File: src/rtl/c_mem_stage.sv
// c_mem_stage: memory-access stage between the ALU stage and writeback.
// Non-memory records are passed through to writeback one cycle later. Aligned
// loads/stores go out over a req/ack data-memory port, and the writeback record
// is emitted one cycle after the ack. Misaligned accesses and accesses that go
// TIMEOUT request cycles without an ack are reported through cw_mem_err.
//
// Ports:
//   clock, reset               clock, asynchronous active-low reset
//   a_ready, ac_*, ALU_result  ALU-stage record (a_ready qualifies it for one cycle)
//   c_ready                    stage can accept a record at the next edge
//   mem_req/we/addr/wdata      data-memory request, held until ack or abort
//   mem_ack, mem_rdata         data-memory completion and load data
//   cw_*                       registered writeback record (cw_valid is a pulse)
module c_mem_stage #(
  parameter int unsigned TIMEOUT = 255
) (
  input  logic        clock,
  input  logic        reset,
  input  logic        a_ready,
  input  logic [31:0] ac_pc,
  input  logic [4:0]  ac_write_sel,
  input  logic        ac_is_load,
  input  logic        ac_is_store,
  input  logic        ac_is_wb,
  input  logic [31:0] ALU_result,
  input  logic [31:0] ac_store_data,
  output logic        c_ready,
  output logic        mem_req,
  output logic        mem_we,
  output logic [31:0] mem_addr,
  output logic [31:0] mem_wdata,
  input  logic        mem_ack,
  input  logic [31:0] mem_rdata,
  output logic        cw_valid,
  output logic [31:0] cw_pc,
  output logic [4:0]  cw_write_sel,
  output logic        cw_is_wb,
  output logic [31:0] cw_data,
  output logic        cw_mem_err
);

  localparam int unsigned CNT_W = $clog2(TIMEOUT + 1);
  localparam logic [CNT_W-1:0] CNT_LAST = CNT_W'(TIMEOUT - 1);
  localparam logic [CNT_W-1:0] CNT_ONE  = CNT_W'(1);

  typedef enum logic {IDLE, MEM} state_e;

  state_e            state_q, state_d;
  logic [CNT_W-1:0]  cnt_q, cnt_d;
  // Record fields not already held on the memory port; the latched ALU result
  // lives in mem_addr_q and the store/load kind in mem_we_q.
  logic [31:0]       rec_pc_q, rec_pc_d;
  logic [4:0]        rec_write_sel_q, rec_write_sel_d;
  logic              rec_is_wb_q, rec_is_wb_d;

  logic              mem_req_q, mem_req_d;
  logic              mem_we_q, mem_we_d;
  logic [31:0]       mem_addr_q, mem_addr_d;
  logic [31:0]       mem_wdata_q, mem_wdata_d;
  logic              cw_valid_q, cw_valid_d;
  logic [31:0]       cw_pc_q, cw_pc_d;
  logic [4:0]        cw_write_sel_q, cw_write_sel_d;
  logic              cw_is_wb_q, cw_is_wb_d;
  logic [31:0]       cw_data_q, cw_data_d;
  logic              cw_mem_err_q, cw_mem_err_d;

  logic is_mem;
  logic aligned;

  assign is_mem  = ac_is_load | ac_is_store;
  assign aligned = (ALU_result[1:0] == 2'b00);

  // Accepting a memory access this edge means the following cycle is busy, so
  // ready drops combinationally to stop the ALU stage launching behind it.
  assign c_ready = (state_q == IDLE) && !(a_ready && is_mem && aligned);

  always_comb begin
    // NOTE: every signal gets a default before the case so no path leaves it
    // unassigned, which would otherwise infer a latch.
    state_d         = state_q;
    cnt_d           = cnt_q;
    rec_pc_d        = rec_pc_q;
    rec_write_sel_d = rec_write_sel_q;
    rec_is_wb_d     = rec_is_wb_q;
    mem_req_d       = mem_req_q;
    mem_we_d        = mem_we_q;
    mem_addr_d      = mem_addr_q;
    mem_wdata_d     = mem_wdata_q;
    cw_valid_d      = 1'b0;
    cw_pc_d         = cw_pc_q;
    cw_write_sel_d  = cw_write_sel_q;
    cw_is_wb_d      = cw_is_wb_q;
    cw_data_d       = cw_data_q;
    cw_mem_err_d    = 1'b0;

    unique case (state_q)
      IDLE: begin
        if (a_ready) begin
          if (is_mem && aligned) begin
            state_d         = MEM;
            cnt_d           = '0;
            rec_pc_d        = ac_pc;
            rec_write_sel_d = ac_write_sel;
            rec_is_wb_d     = ac_is_wb;
            mem_req_d       = 1'b1;
            mem_we_d        = ac_is_store;  // load+store together is a store
            mem_addr_d      = ALU_result;
            mem_wdata_d     = ac_store_data;
          end else begin
            cw_valid_d     = 1'b1;
            cw_pc_d        = ac_pc;
            cw_write_sel_d = ac_write_sel;
            cw_data_d      = ALU_result;
            if (is_mem) begin
              // Misaligned access: never reaches the memory port.
              cw_mem_err_d = 1'b1;
              cw_is_wb_d   = 1'b0;
            end else begin
              cw_is_wb_d = ac_is_wb && (ac_write_sel != 5'd0);
            end
          end
        end
      end

      MEM: begin
        if (mem_ack || (cnt_q == CNT_LAST)) begin
          // Ack takes priority over a coincident timeout.
          state_d        = IDLE;
          mem_req_d      = 1'b0;
          cw_valid_d     = 1'b1;
          cw_pc_d        = rec_pc_q;
          cw_write_sel_d = rec_write_sel_q;
          cw_data_d      = (mem_ack && !mem_we_q) ? mem_rdata : mem_addr_q;
          cw_mem_err_d   = !mem_ack;
          cw_is_wb_d     = mem_ack && rec_is_wb_q && (rec_write_sel_q != 5'd0);
        end else begin
          cnt_d = cnt_q + CNT_ONE;
        end
      end

      default: state_d = IDLE;
    endcase
  end

  // NOTE: state is updated with non-blocking assignments so every flop samples
  // the values from before the edge, independent of statement order.
  always_ff @(posedge clock or negedge reset) begin
    if (!reset) begin
      state_q         <= IDLE;
      cnt_q           <= '0;
      rec_pc_q        <= '0;
      rec_write_sel_q <= '0;
      rec_is_wb_q     <= 1'b0;
      mem_req_q       <= 1'b0;
      mem_we_q        <= 1'b0;
      mem_addr_q      <= '0;
      mem_wdata_q     <= '0;
      cw_valid_q      <= 1'b0;
      cw_pc_q         <= '0;
      cw_write_sel_q  <= '0;
      cw_is_wb_q      <= 1'b0;
      cw_data_q       <= '0;
      cw_mem_err_q    <= 1'b0;
    end else begin
      state_q         <= state_d;
      cnt_q           <= cnt_d;
      rec_pc_q        <= rec_pc_d;
      rec_write_sel_q <= rec_write_sel_d;
      rec_is_wb_q     <= rec_is_wb_d;
      mem_req_q       <= mem_req_d;
      mem_we_q        <= mem_we_d;
      mem_addr_q      <= mem_addr_d;
      mem_wdata_q     <= mem_wdata_d;
      cw_valid_q      <= cw_valid_d;
      cw_pc_q         <= cw_pc_d;
      cw_write_sel_q  <= cw_write_sel_d;
      cw_is_wb_q      <= cw_is_wb_d;
      cw_data_q       <= cw_data_d;
      cw_mem_err_q    <= cw_mem_err_d;
    end
  end

  assign mem_req      = mem_req_q;
  assign mem_we       = mem_we_q;
  assign mem_addr     = mem_addr_q;
  assign mem_wdata    = mem_wdata_q;
  assign cw_valid     = cw_valid_q;
  assign cw_pc        = cw_pc_q;
  assign cw_write_sel = cw_write_sel_q;
  assign cw_is_wb     = cw_is_wb_q;
  assign cw_data      = cw_data_q;
  assign cw_mem_err   = cw_mem_err_q;

endmodule

File: config.mk
export PLATFORM = sky130hd
export DESIGN_NAME = c_mem_stage
export DESIGN_NICKNAME = d
export VERILOG_FILES = /design/src/rtl/c_mem_stage.sv
export SDC_FILE = /design/constraint.sdc
export NUM_CORES = 1
export LEC_CHECK = 0
export BUFFER_PORTS_ARGS = -buffer_cell sky130_fd_sc_hd__buf_4
export CAP_MARGIN = 20
export CORE_UTILIZATION = 47
export CTS_BUF_LIST = sky130_fd_sc_hd__clkbuf_8 sky130_fd_sc_hd__clkbuf_16
export DETAILED_ROUTE_END_ITERATION = 10
export MAX_ROUTING_LAYER = met4
export PLACE_DENSITY = 0.78
export SYNTH_ARGS = -nofsm -noshare
export SYNTH_HDL_FRONTEND = slang
export SYNTH_SLANG_ARGS = --single-unit
File: constraint.sdc
create_clock -name clock -period 2.1 [get_ports clock]
set_input_delay 0.63 -clock clock [delete_from_list [all_inputs] [get_ports clock]]
set_output_delay 0.63 -clock clock [all_outputs]
set_load 0.02 [all_outputs]
==> results.yml <==
cts:
  clock_path_buffers: 2
  post-cts-setup-buffers: 0
  clk_pin_slew_ps: 70
  numClockSinks: 185
  postCtsHoldBufs: 0
  cts_tree: "built"
  clk_latency_ps: 420
  root_buffer: "clkbuf_16"
  h-tree-depth: 4
  cts_buffers: 17
pwr:
  power.internal_mw: 7.837
  ir_worst_vdd_uv: 608.9
  total_power_mw: 11.43
  p_comb_frac: 0.301
  p_sw_frac: 0.3144
  power_switching_mw: 3.593
  power_frac_seq: 0.419
  power.density_mw_per_mm2: 984.4
  p_clk_frac: 0.281
  power_leakage_nw: 6.190
worst_setup_path:
  worst-endpoint-arrival_ps: 2310
  critPathMaxStageDelay_ps: 650
  crit_slowest_cell: "dfrtp_4"
  crit_fanout: 43
  endpoint_kind: "flop"
  cp-start-kind: "flop"
  crit_required_ps: 2410
  cp_cell_sequence: "buf_4, mux2_2, mux2_4"
  crit_type: "flop to flop"
hold_path:
  hold_class: "input pin to asynchronous set/reset pin"
sta:
  clock.fmax_mhz: 500.4
  final.setup_skew_ps: 12.83
  max_slew_margin: 0.6314
  fin_crit_ps: 1998
  worst_slack_ps: 101.7
  fin_crit_sh: 0.9516
  rsz0062_at_grt: "no"
  slew_viol_final: 0
  fin_setup_tns_ps: 0
  setup-violations-final: 0
  worst_pin_slew_ps: 553.0
  final_hold_viol_count: 0
logic_synthesis:
  async_reset_ff_frac: 1.000
  dominantRegCellSynth: "dfrtp_1"
  synth_fa_ha_area_frac: 0.002949
  ys_types: 38
  synthMuxAreaShare: 0.2103
  yosys_warnings: 0
  netlist_instances: 802
  yosysSeqAreaShare: 0.5456
  syn_nets: 944
  synthSimpleGateAreaFrac: 0.1733
  synth_top_family_by_area: "multiplexers"
  synth_seq_cells: 185
  synth-compound-area-share: 0.03657
  syn_area_mm2: 0.008484
  synth_edf_count: 0
  synth_xor_area_frac: 0.001032
  syn_avg_cell_area_um2: 10.58
global_routing:
  antenna_found_initial: 0
  gr-total-overflow: 0
  grt_pass1_wl_mm: 33.81
  grt_max_degree: 64
  grt_pass1_vias: 6733
  grt.total_usage: 0.2438
finish:
  register_area_mm2: 0.004633
  layout-drive-gt1-share: 0.4133
  final_core_util: 0.6644
  stdcell_count: 1321
  diodes: 0
  fin_nets: 1226
  n_fill_cell: 1330
  multi_input_area_mm2: 0.003617
  area_growth_pct: 36.87
drt:
  drtIter0Drc: 303
  wl_mm: 21.53
  vias: 6664
  vias_per_cell: 5.045
  first_pass_iters: 4
  routedWlPerCell_um: 16.29
  ant_nets: 0
  drc: 0
placed_design:
  globalplace.congestion: 0.8783
  dp_cells: 1291
  place_ws_ps: -36.88
  dpl.hpwl_mm: 15.42
  io_buffer_count: 278
floorplan:
  coreArea_mm2: 0.01748
  die_h_um: 136.4
  initial_utilization: 0.4855
  dieWidth_um: 136.4
  die_area_mm2: 0.01859
  rows: 48
  ios: 279
outcome:
  outcome: "finished clean"
run:
  drv_cap: 0
-- Yosys cell counts, types with 3 or more instances --
master    instances  area (µm²)
a21oi_1          34       170.2
and2_1            3       18.77
buf_1             8       30.03
buf_2            16       80.08
buf_6             7       78.83
clkbuf_1         15       56.30
dfrtp_1         185        4629
inv_1             3       11.26
mux2_2           38       427.9
mux2_4           69        1036
mux2i_1          32       320.3
nand2_1         310        1164
nand3_1           8       40.04
nor2_1           37       138.9
o21ai_0           7       35.03
-- critical path, delay by kind of cell, from the launching register on --
kind                   cells  cell delay (ps)
buffers and inverters      1              540
DFF                        1              650
muxes                      2              680
-- layout by cell type, fill, tap and decap left out, types with 2 or more instances in the layout --
cell type and n:
nor2b_1 2, clkinv_4 2, or4_1 2, nor4b_1 2, inv_1 4, clkbuf_8 2
nor2_1 37, mux2i_1 32, buf_12 12, and2_1 3, nand2_1 309, mux2_4 69
clkinvlp_4 3, a21oi_1 34, clkbuf_16 17, mux2_2 38, o21a_1 2, buf_4 295
ha_1 2, o21ai_1 2, buf_6 2, bufinv_16 2, or3_1 2, o21ai_0 6
inv_6 4, nand3_1 8, dfrtp_1 184
-- power by group through the flow --
stage	Combinational, mW	Sequential, mW	Clock (mW)
2_1_floorplan	1.28	5.40	0
3_3_place_gp	3.39	4.80	0
3_5_place_dp	3.49	4.81	0
4_1_cts	3.47	4.78	3.29
5_1_grt	3.70	4.87	3.42
6_report	3.44	4.79	3.21
-- through the flow --
step	instance area (µm²)	hold slack (ps)
2_1_floorplan	8484	334.4
3_3_place_gp	11020	451.7
3_5_place_dp	11020	456.4
4_1_cts	11600	117.7
5_1_grt	11610	119.4
6_report	11610	118.5
-- metal layers --
layer | vias up | GRT usage | routed length [µm]
met2 | 247 | 0.3971 | 10580
met4 | 0 | 0.07901 | 273
met1 | 3208 | 0.2926 | 9143
met3 | 17 | 0.06600 | 1529
li1 | 3192 | - | -
met5 | - | - | 0
-- flip-flops by register name (all words and copies together) (netlist names) --
signal / flops
cw_data: 32
cw_pc: 32
mem_addr: 32
mem_wdata: 32
rec_pc_q: 32
cnt_q: 8
cw_write_sel: 5
rec_write_sel_q: 5
cw_is_wb: 1
cw_mem_err: 1
cw_valid: 1
mem_req: 1
mem_we: 1
rec_is_wb_q: 1
state_q: 1
-- layout make-up --
cell class                      count  area share
Inverter                            3   0.0009697
Sequential cell                   185      0.3990
Tap cell                          225     0.02424
Multi-Input combinational cell    568      0.3115
Clock inverter                     12     0.01196
Timing Repair Buffer              309      0.2133
Clock buffer                       19     0.03900
-- logic make-up (layout without fill, tap and decap cells) --
| group | count (synthesis) | count (layout) |
|---|---|---|
| DFF | 185 | 185 |
| buffers and inverters | 49 | 343 |
| and+or+nand+nor | 373 | 373 |
| xor gates and xnor gates | 1 | 1 |
| muxes | 139 | 139 |
| adders and majority gates | 2 | 2 |
| AOI/OAI and AO/OA | 53 | 53 |
-- worst paths after layout --
path / startpoint / end / slack [ps] / depth (start not counted)
worst max-delay path: state_q / cw_pc[18] / 100 / 3
worst min-delay path: reset / mem_wdata[30] / 120 / 1
worst max register to register: state_q / cw_pc[18] / 100 / 3
worst min register to register: rec_pc_q[21] / rec_pc_q[21] / 470 / 2
max in group asynchronous: reset / mem_addr[23] / 1400 / 2
min in group clock: ac_store_data[7] / mem_wdata[7] / 400 / 3
-- what timing repair did --
item                                   4_1_cts  5_1_grt
setup endpoints to repair                    1       17
endpoints found under the hold margin        0        0
gates resized for setup                      0        4
Power figures use the tool's default switching activity.
